`config.mk`:
```
export PLATFORM = sky130hd
export DESIGN_NAME = vga_timing
export DESIGN_NICKNAME = d
export VERILOG_FILES = /design/src/rtl/vga_timing.sv
export SDC_FILE = /design/constraint.sdc
export NUM_CORES = 1
export LEC_CHECK = 0
export ABC_AREA = 1
export CORE_UTILIZATION = 54
export DETAILED_ROUTE_END_ITERATION = 12
export GPL_ROUTABILITY_DRIVEN = 0
export PLACE_DENSITY = 0.85
export SKIP_LAST_GASP = 1
export SLEW_MARGIN = 5
export SYNTH_ARGS = -nofsm -noshare
export SYNTH_HDL_FRONTEND = slang
export SYNTH_SLANG_ARGS = --single-unit
```
`constraint.sdc`:
```
create_clock -name clk -period 4.8 [get_ports clk]
set_input_delay 0.96 -clock clk [delete_from_list [all_inputs] [get_ports clk]]
set_output_delay 0.96 -clock clk [all_outputs]
set_load 0.005 [all_outputs]
```
`src/rtl/vga_timing.sv`:
```
// ---------------------------------------------------------------------------
// vga_timing -- raster timing generator for VGA-style displays.
//
// Walks a pixel position (x, y) across an H_TOTAL x V_TOTAL raster, one step
// per clk in which pix_en is high, and produces the sync, visible-area and
// strobe signals that pixel/overlay generators need. All outputs are
// registered and cycle-aligned with x/y.
//
// Optional feature macro: VGA_FRAME_COUNTER_EN
//   defined   -> frame_cnt is an 8-bit counter of completed frames
//   undefined -> frame_cnt is tied to 0 and no counter register exists
//
// Ports
//   clk          in   single clock, all state updates on its rising edge
//   rst_n        in   synchronous active-low reset, dominates pix_en
//   pix_en       in   pixel-rate clock enable
//   x            out  [9:0] current horizontal position
//   y            out  [9:0] current vertical position
//   active       out  1 while (x, y) lies in the visible area
//   hsync        out  active-low horizontal sync pulse
//   vsync        out  active-low vertical sync pulse
//   line_start   out  1-clk strobe when x returns to 0
//   frame_start  out  1-clk strobe when (x, y) returns to (0, 0)
//   frame_cnt    out  [7:0] frame counter (see macro above)
// ---------------------------------------------------------------------------
module vga_timing #(
  parameter int H_ACTIVE = 640,
  parameter int H_FP     = 16,
  parameter int H_SYNC   = 96,
  parameter int H_BP     = 48,
  parameter int V_ACTIVE = 480,
  parameter int V_FP     = 10,
  parameter int V_SYNC   = 2,
  parameter int V_BP     = 33
) (
  input  logic       clk,
  input  logic       rst_n,
  input  logic       pix_en,
  output logic [9:0] x,
  output logic [9:0] y,
  output logic       active,
  output logic       hsync,
  output logic       vsync,
  output logic       line_start,
  output logic       frame_start,
  output logic [7:0] frame_cnt
);

  localparam int H_TOTAL = H_ACTIVE + H_FP + H_SYNC + H_BP;
  localparam int V_TOTAL = V_ACTIVE + V_FP + V_SYNC + V_BP;

  localparam logic [9:0] X_LAST   = 10'(H_TOTAL - 1);
  localparam logic [9:0] Y_LAST   = 10'(V_TOTAL - 1);
  localparam logic [9:0] X_VIS    = 10'(H_ACTIVE);
  localparam logic [9:0] Y_VIS    = 10'(V_ACTIVE);
  localparam logic [9:0] HS_START = 10'(H_ACTIVE + H_FP);
  localparam logic [9:0] HS_END   = 10'(H_ACTIVE + H_FP + H_SYNC);
  localparam logic [9:0] VS_START = 10'(V_ACTIVE + V_FP);
  localparam logic [9:0] VS_END   = 10'(V_ACTIVE + V_FP + V_SYNC);

  logic [9:0] x_q, x_d;
  logic [9:0] y_q, y_d;
  logic       active_q, active_d;
  logic       hsync_q, hsync_d;
  logic       vsync_q, vsync_d;
  logic       line_start_q;
  logic       frame_start_q;
  logic       wrap_x;
  logic       wrap_y;

  // Wrap events only exist on enabled cycles, so the strobes they produce are
  // automatically 0 whenever pix_en is low.
  assign wrap_x = pix_en && (x_q == X_LAST);
  assign wrap_y = wrap_x && (y_q == Y_LAST);

  always_comb begin
    x_d = x_q;
    y_d = y_q;
    if (pix_en) begin
      x_d = wrap_x ? 10'd0 : x_q + 10'd1;
      if (wrap_x) begin
        y_d = wrap_y ? 10'd0 : y_q + 10'd1;
      end
    end
  end

  // Decoding the next-state position lets the registered flags land in the
  // same cycle as the x/y they describe. With pix_en low x_d/y_d equal the
  // current position, so the flags hold naturally.
  always_comb begin
    active_d = (x_d < X_VIS) && (y_d < Y_VIS);
    hsync_d  = !((x_d >= HS_START) && (x_d < HS_END));
    vsync_d  = !((y_d >= VS_START) && (y_d < VS_END));
  end

  always_ff @(posedge clk) begin
    if (!rst_n) begin
      x_q           <= 10'd0;
      y_q           <= 10'd0;
      active_q      <= 1'b1;
      hsync_q       <= 1'b1;
      vsync_q       <= 1'b1;
      line_start_q  <= 1'b0;
      frame_start_q <= 1'b0;
    end else begin
      x_q           <= x_d;
      y_q           <= y_d;
      active_q      <= active_d;
      hsync_q       <= hsync_d;
      vsync_q       <= vsync_d;
      line_start_q  <= wrap_x;
      frame_start_q <= wrap_y;
    end
  end

`ifdef VGA_FRAME_COUNTER_EN
  logic [7:0] frame_cnt_q;

  // Advances on the same edge that raises frame_start; 8-bit rollover wraps.
  always_ff @(posedge clk) begin
    if (!rst_n) begin
      frame_cnt_q <= 8'd0;
    end else if (wrap_y) begin
      frame_cnt_q <= frame_cnt_q + 8'd1;
    end
  end

  assign frame_cnt = frame_cnt_q;
`else
  assign frame_cnt = 8'd0;
`endif

  assign x           = x_q;
  assign y           = y_q;
  assign active      = active_q;
  assign hsync       = hsync_q;
  assign vsync       = vsync_q;
  assign line_start  = line_start_q;
  assign frame_start = frame_start_q;

endmodule

```
=== Yosys cells after proc, flatten, opt, wreduce, memory -nomap -nowiden ===
Index checks and enable logic that the tools add are counted.

* Reductions and logical operators: 7
* $lt $le $gt $ge: 6
* Muxes and demuxes: 5
* Equal/unequal tests: 2
* Add/sub/neg operators: 2

{| class="wikitable"
|+ Operators with widths
! kind !! number
|-
| $mux W10 || 5
|-
| $add A10 B1 Y10 const B || 2
|-
| $eq A10 B10 Y1 const B || 2
|-
| $lt A10 B10 Y1 const B || 2
|-
| $lt A10 B9 Y1 const B || 2
|-
| $ge A10 B10 Y1 const B || 1
|-
| $ge A10 B9 Y1 const B || 1
|-
| $logic_and A1 B1 Y1 || 5
|-
| $logic_not A1 Y1 || 2
|}

* Word-level logic and storage cells: 29
* Bits of input ports: 3
* Flip-flop bits (word level): 25

=== Logic depth before layout (Yosys ltp) ===
Gate-level depths: netlist of the first run.

* Depth in word-level cells: 9
* Gate-level depth with buffers: 12
* Gate-level depth less buffers: 12

=== Worst setup path after synthesis of the first run ===
No wires, ideal clock.

* Kind: input port to flip-flop
* From: input pix_en
* To: register vsync_q (netlist: vsync)
* Arrival time: 1790 ps
* Stages: 10
* Path buffers: 1
* Setup time: 121 ps
* Path slack: 2889 ps
* Cells stage by stage: buf_6 nand3_2 nor2_4 nand2_4 nand2_1 nand2_1 nor2_2 nand3_1 nor2_1 nand3_1

* Longest elaborated chain between the ends: 8

{| class="wikitable"
|+ RTL lines
! item !! line !! source
|-
| start: declaration || 38 || <nowiki>input logic pix_en,</nowiki>
|-
| $logic_and A1 B1 Y1 || 73 || <nowiki>assign wrap_x = pix_en && (x_q == X_LAST);</nowiki>
|-
| $logic_and A1 B1 Y1 || 74 || <nowiki>assign wrap_y = wrap_x && (y_q == Y_LAST);</nowiki>
|-
| $mux W10 || 82 || <nowiki>y_d = wrap_y ? 10'd0 : y_q + 10'd1;</nowiki>
|-
| $mux W10 || 81 || <nowiki>if (wrap_x) begin</nowiki>
|-
| $mux W10 (*) || 79 || <nowiki>if (pix_en) begin</nowiki>
|-
| $ge A10 B9 Y1 / $lt A10 B9 Y1 (equally long branches) || 93 || <nowiki>vsync_d = !((y_d >= VS_START) && (y_d < VS_END));</nowiki>
|-
| $logic_and A1 B1 Y1 (*) || 93 ||
|-
| $logic_not A1 Y1 (*) || 93 ||
|-
| end signal: assignment || 110 || <nowiki>vsync_q <= vsync_d;</nowiki>
|-
| end: declaration || 65 || <nowiki>logic vsync_q, vsync_d;</nowiki>
|}

Mark *: on every way between the ends. The rest lies on a longest branch, timed or not.
A chain may end at the register's enable or synchronous reset.

=== Worst setup path in the final report of the first run ===
* From: input pix_en
* To: register active_q (netlist: active)

* Longest elaborated chain between the ends: 7

{| class="wikitable"
|+ RTL lines
! item !! line !! source
|-
| $logic_and A1 B1 Y1 || 73 ||
|-
| $logic_and A1 B1 Y1 || 74 ||
|-
| $mux W10 || 82 ||
|-
| $mux W10 || 81 ||
|-
| $mux W10 || 79 ||
|-
| $lt A10 B9 Y1 || 91 || <nowiki>active_d = (x_d < X_VIS) && (y_d < Y_VIS);</nowiki>
|-
| $logic_and A1 B1 Y1 (*) || 91 ||
|-
| end signal: assignment || 108 || <nowiki>active_q <= active_d;</nowiki>
|-
| end: declaration || 63 || <nowiki>logic active_q, active_d;</nowiki>
|}

Marked as above.

==> results of run 1 <==
## metal layers
layer | wire length [um] | vias up | track usage (%)
met3 | 249 | 9 | 2.558
met5 | 0 | - | 0
met4 | 70 | 0 | 10.10
met1 | 1672 | 708 | 34.25
met2 | 1640 | 77 | 39.80
li1 | - | 815 | -
## registers in the layout (all words and copies together), names as in the netlist
| signal | cells |
|---|---|
| active | 1 |
| frame_start | 1 |
| hsync | 1 |
| line_start | 1 |
| vsync | 1 |
| x | 10 |
| y | 10 |
## worst max-delay path, cell delays in order
cell             delay, ns
clkdlybuf4s50_1       0.78
nand2_1               0.16
nor2_2                0.19
nand3_1               0.12
o21ai_0               0.16
nand3_1               0.12
nand2_1               0.11
inv_1                 0.04
nor2_1                0.11
nor2_1                0.06
## report_power, final
group          total (mW)  leakage (nW)  switching (mW)  internal, mW
clock network      0.0975        0.0177          0.0662        0.0313
logic              0.0207         0.596          0.0127       0.00799
registers           0.212         0.202         0.00293         0.209
total               0.331         0.815          0.0818         0.249
## logic make-up after synthesis
kind of cell    count (synthesis)
fa+ha+maj                       3
flops                          25
buf+inv                        44
compound gates                 17
xor+xnor                        1
simple gates                  154
other cells                     1
## metrics by stage
step	area [sq um]	total power [mW]	std cells
6_report	1856	0.3306	302
5_1_grt	1856	0.3432	302
4_1_cts	1856	0.3314	302
3_5_place_dp	1828	0.2374	298
3_3_place_gp	1828	0.2369	298
2_1_floorplan	1609	0.2337	252
## cell type report
class / instances / area share, %
repair buffers: 27 / 14.57
well taps: 31 / 2.090
flip-flops and latches: 25 / 26.97
inverters: 32 / 6.473
clock buffers: 3 / 1.214
clock inverters: 1 / 0.2697
multi-input cells: 183 / 48.42
## cell usage in the layout (no fill, tap or decap), types with 3 or more instances in the layout
cell,count
inv_1,31
nor2_2,3
nor2_1,37
conb_1,8
ha_1,3
o21ai_0,6
nand4_1,8
nor3_1,5
nand2_1,59
a21oi_1,7
nor2_4,5
clkbuf_4,3
clkdlybuf4s50_1,27
nand3_1,25
dfxtp_1,25
nand2_2,4
## worst paths after layout
kind / start / end / slack (ns)
max: pix_en / active / 2.22
min: x[1] / x[1] / 0.53
max reg2reg: x[0] / vsync / 2.98
min reg2reg: x[1] / x[1] / 0.53
==> flow_summary.json, run 1 <==
{
  "setup_tns_ns": 0,
  "synth_cells": 245,
  "final.fill_count": 252,
  "worstSetupStartpointType": "input port",
  "share_of_the_core_filled_with_cells_in_the_final_layout_pct": 67.29,
  "whs_path_depth": 2,
  "crit_path_end_kind": "register",
  "ys_ff_latch": 25,
  "final_net_count": 278,
  "ys_dominant_reg_cell": "dfxtp_1",
  "antenna_found_initial": 0,
  "power_density_nw_per_um2": 178.2,
  "first_pass_iters": 5,
  "antenna_cells": 0,
  "fin_crit_sh_pct": 53.79,
  "actual_slew_at_the_worst_max_slew_pin_ns": 0.5018,
  "core_area_sq_um": 2758,
  "min-delay-path-class": "reg -> reg",
  "initial_core_util_pct": 57.40,
  "full_die_area_sq_um": 3152,
  "ys_warn_count": 0,
  "final_max_slew_viol_count": 0,
  "route.antenna.remaining_nets": 0,
  "area.growth.synth_to_final_pct": 17.23,
  "layout-drive-gt1-share_pct": 7.380,
  "netlist_top_cells_count": "nand2_1, nor2_1, inv_1",
  "power_leakage_nw": 0.8154,
  "synthDominantCellAreaShare_pct": 31.62,
  "yosysSeqAreaShare_pct": 31.62,
  "fin_ws_ns": 2.218,
  "cts_buffers": 3,
  "register_area_sq_um": 500.5,
  "grt_first_pass_wirelength_mm": 6.223,
  "route.detailed.drc": 0,
  "avgRoutedWirePerCell_um": 12.03,
  "vdd.ir_drop.worst_mv": 0.1524,
  "syn-mean-instance-area_sq_um": 6.460,
  "post_synth_main_area_contributors": "dfxtp_1, nand2_1, nor2_1",
  "first_drt_iteration_drcs": 94,
  "clock_sinks": 25,
  "synth.largest_area_cell": "dfxtp_1",
  "grt_max_degree": 15,
  "yosys.cell_types.count": 28,
  "vias_per_cell": 5.328,
  "worst-path-max-fanout": 13,
  "cts_repair_resize_count": 0,
  "global_route.usage.total_pct": 24.89,
  "clock.fmax_mhz": 387.3,
  "cts.repair_timing.setup_buffer_count": 0,
  "hold_worst_slack_ns": 0.5286,
  "fp.dieH_um": 56.14,
  "tritoncts_clock_tree": "built",
  "synth_simple_gate_area_share_pct": 45.93,
  "synth_xor_xnor_area_share_pct": 0.5534,
  "yosysMostFrequentCell": "nand2_1",
  "place_hpwl_mm": 2.759,
  "dr_total_vias": 1609,
  "pin_count": 36,
  "cts.htree.levels": 1,
  "synth_top_family_by_area": "simple AND/OR/NAND/NOR gates",
  "syn-cell-area_sq_um": 1583,
  "grt_setup_unrepaired": "false",
  "hold_buffers": 0,
  "maxCapViolCount": 0,
  "multi_input_comb_area_sq_um": 898.4,
  "setup.worst_path.class": "in -> reg",
  "worstSkewPairLatency_ns": 0.33,
  "yosys-mux-area-fraction_pct": 0,
  "worst_ep_arrival_time_ns": 2.82,
  "worstPathRequired_ns": 5.04,
  "clock_tree.root_cell": "clkbuf_4",
  "reg2regPathDepth": 12,
  "wirelength_mm": 3.632,
  "global_route_overflow": 0,
  "fp-row-count": 19,
  "preCtsSetupSlack_ns": 1.863,
  "timing.final.hold_violations": 0,
  "synth_adder_area_share_pct": 2.372,
  "grt_pass1_vias": 1417,
  "outcome": "completed",
  "count_of_flip_flops_with_a_built_in_enable_after_synthesis": 0,
  "worst_slew_margin_rel_pct": 66.44,
  "worst_setup_hold_path_clk_slew_ns": 0.14,
  "synth_compound_area_share_pct": 6.008,
  "async_flop_share_pct": 0,
  "place.port_buffers": 27,
  "finalSetupViolCount": 0,
  "fin_skew_ns": 0.006690,
  "clock_tree.buffer_depth": 2,
  "die_x_um": 56.14,
  "min_period_ns": 2.582
}
Note: power is estimated with default switching activity, not from simulation.
==> run 2, diff against run 1 <==
CORE_UTILIZATION = 45   (was 54)
PLACE_DENSITY = 0.76   (was 0.85)
clock period = 2.2 ns   (was 4.8 ns; I/O delays follow)
==> run 2 against run 1 <==
Sequential share of layout area down 0.67 points. Core utilization down 11 points. Global-route usage down 3.1 points. Power up 120%. Worst hold slack better by 0.0089 ns. Clock-buffer cell count up 1. Clock skew up 0.0051 ns. Cell count up 6.3%. Wire length up 3.2%. Flip-flop and latch count unchanged. Highest routed layer unchanged.
==> flow_summary.json, run 2 (same netlist as run 1, synthesis figures left out) <==
{
  "clock.fmax_mhz": 532.8,
  "antenna_cells": 0,
  "placed_area_sq_um": 1877,
  "fin_crit_sh_pct": 85.31,
  "global_route.usage.total_pct": 21.81,
  "worst_hold_path.endpoint": "x[1]",
  "worst_setup_hold_path_clk_slew_ns": 0.14,
  "final_max_slew_viol_count": 0,
  "tritoncts_clock_tree": "built",
  "cts_repair_resize_count": 0,
  "worstSetupStartpointType": "register",
  "core_area_sq_um": 3363,
  "hold_buffers": 0,
  "layout-drive-gt1-share_pct": 8.364,
  "grt_max_degree": 15,
  "whs_path_depth": 2,
  "fp-row-count": 21,
  "register_area_sq_um": 500.5,
  "antenna_found_initial": 0,
  "clock_sinks": 25,
  "final_net_count": 282,
  "grt_pass1_vias": 1385,
  "net-switching-power_mw": 0.1715,
  "setup_tns_ns": 0,
  "first_drt_iteration_drcs": 74,
  "report.power.total_mw": 0.7191,
  "grt_setup_unrepaired": "false",
  "cts_buffers": 3,
  "avgRoutedWirePerCell_um": 11.68,
  "setup.worst_path.class": "reg -> reg",
  "route.detailed.drc": 0,
  "fp.dieH_um": 61.31,
  "power.share.clock_pct": 28.9,
  "initial_core_util_pct": 47.06,
  "place.port_buffers": 27,
  "netSwitchingFraction_pct": 23.86,
  "outcome": "completed",
  "fin_area_sq_um": 1903,
  "fin_skew_ns": 0.01180,
  "worst_ep_arrival_time_ns": 2.08,
  "final_cell_mix": "nand2_1, nor2_1, inv_1, clkdlybuf4s50_1",
  "worstSkewPairLatency_ns": 0.32,
  "reg2regPathDepth": 12,
  "full_die_area_sq_um": 3758,
  "cts.htree.levels": 1,
  "most_common_cell_after_layout_fill_and_taps_aside": "nand2_1",
  "worst_slew_margin_rel_pct": 66.69,
  "finalSetupViolCount": 0,
  "grt_first_pass_wirelength_mm": 6.113,
  "pin_count": 36,
  "actual_slew_at_the_worst_max_slew_pin_ns": 0.4991,
  "min-delay-path-class": "reg -> reg",
  "wirelength_mm": 3.750,
  "multi_input_comb_area_sq_um": 898.4,
  "route.antenna.remaining_nets": 0,
  "timing.hold.worst.start": "x[1]",
  "global_route_overflow": 0,
  "maxCapViolCount": 0,
  "place_hpwl_mm": 2.932,
  "worstPathRequired_ns": 2.41,
  "power_leakage_nw": 0.8332,
  "die_x_um": 61.31,
  "timing.final.hold_violations": 0,
  "clock_tree.buffer_depth": 2,
  "portion_of_total_power_attributed_to_combinational_logic_pct": 6.6,
  "reg2reg_setup_slack_ns": 0.32,
  "dr_total_vias": 1619,
  "cts.repair_timing.setup_buffer_count": 0,
  "first_pass_iters": 4,
  "final.fill_count": 359,
  "area.growth.synth_to_final_pct": 20.24,
  "vdd.ir_drop.worst_mv": 0.2283,
  "worst-path-max-fanout": 5,
  "clock_tree.root_cell": "clkbuf_4",
  "min_period_ns": 1.877,
  "vias_per_cell": 5.044,
  "rr_startpoint": "x[0]",
  "crit-reg2reg-capture": "vsync",
  "sequentialPowerShare_pct": 64.5,
  "internal_power_mw": 0.5475,
  "power_density_nw_per_um2": 377.8,
  "crit_path_end_kind": "register"
}
==> run 2: cell count changes in the layout (fill, tap and decap cells not counted) <==
| cell | change |
|---|---|
| clkbuf_1 | +1 |
| clkinv_2 | -1 |
| buf_4 | +4 |
==> run 2: routing by layer <==
| metal | track usage, % | vias up | share of wire (%) |
|---|---|---|---|
| met5 | 0 | - | 0 |
| met4 | 5.844 | 0 | 1.0 |
| met3 | 2.521 | 4 | 5.4 |
| met2 | 35.71 | 59 | 46 |
| met1 | 30.35 | 732 | 47 |
| li1 | - | 824 | - |
==> run 2: final cells by class <==
cell class | count | area share [%]
clock buffers | 4 | 1.381
inverters | 32 | 6.312
multi-input cells | 183 | 47.21
flip-flops and latches | 25 | 26.30
well taps | 46 | 3.024
repair buffers | 31 | 15.78
==> run 2: power by group through the flow <==
stage | combinational, mW | sequential, mW | clock [mW]
2_1_floorplan | 0.0376 | 0.472 | 0
3_3_place_gp | 0.0465 | 0.473 | 0
4_1_cts | 0.0472 | 0.464 | 0.217
3_5_place_dp | 0.0472 | 0.473 | 0
5_1_grt | 0.0536 | 0.465 | 0.236
6_report | 0.0475 | 0.464 | 0.208
==> run 2: critical path: stages, from the launching register on <==
cell	delay, ns
dfxtp_1	0.44
ha_1	0.26
inv_1	0.10
nor2_4	0.14
nand2_2	0.08
nor2_4	0.18
nand2_2	0.06
nand2_1	0.06
nand2_1	0.07
nor2_2	0.13
nand2_1	0.07
nor2_1	0.09
nand3_1	0.08
==> run 2: stage by stage <==
| stage | setup WS, ns | cells | hold WS [ns] | utilization (%) |
|---|---|---|---|---|
| after floorplan | 0.5907 | 252 | 0.4888 | - |
| after global placement | 0.07152 | 317 | 0.5038 | 55.80 |
| after detailed placement | 0.02729 | 317 | 0.5139 | 55.80 |
| after CTS | 0.3472 | 321 | 0.5368 | 56.58 |
| after global routing | 0.1488 | 321 | 0.5602 | 56.58 |
| final | 0.3232 | 321 | 0.5375 | 56.58 |
==> run 2: how the worst max path moves through the flow <==
stage,from,to,slack (ns),depth (start not counted)
6_report,x[0],vsync,0.32,12
2_1_floorplan,x[0],vsync,0.59,12
3_5_place_dp,pix_en,vsync,0.03,11
3_3_place_gp,pix_en,vsync,0.07,11
5_1_grt,x[0],vsync,0.15,12
4_1_cts,x[0],vsync,0.35,12
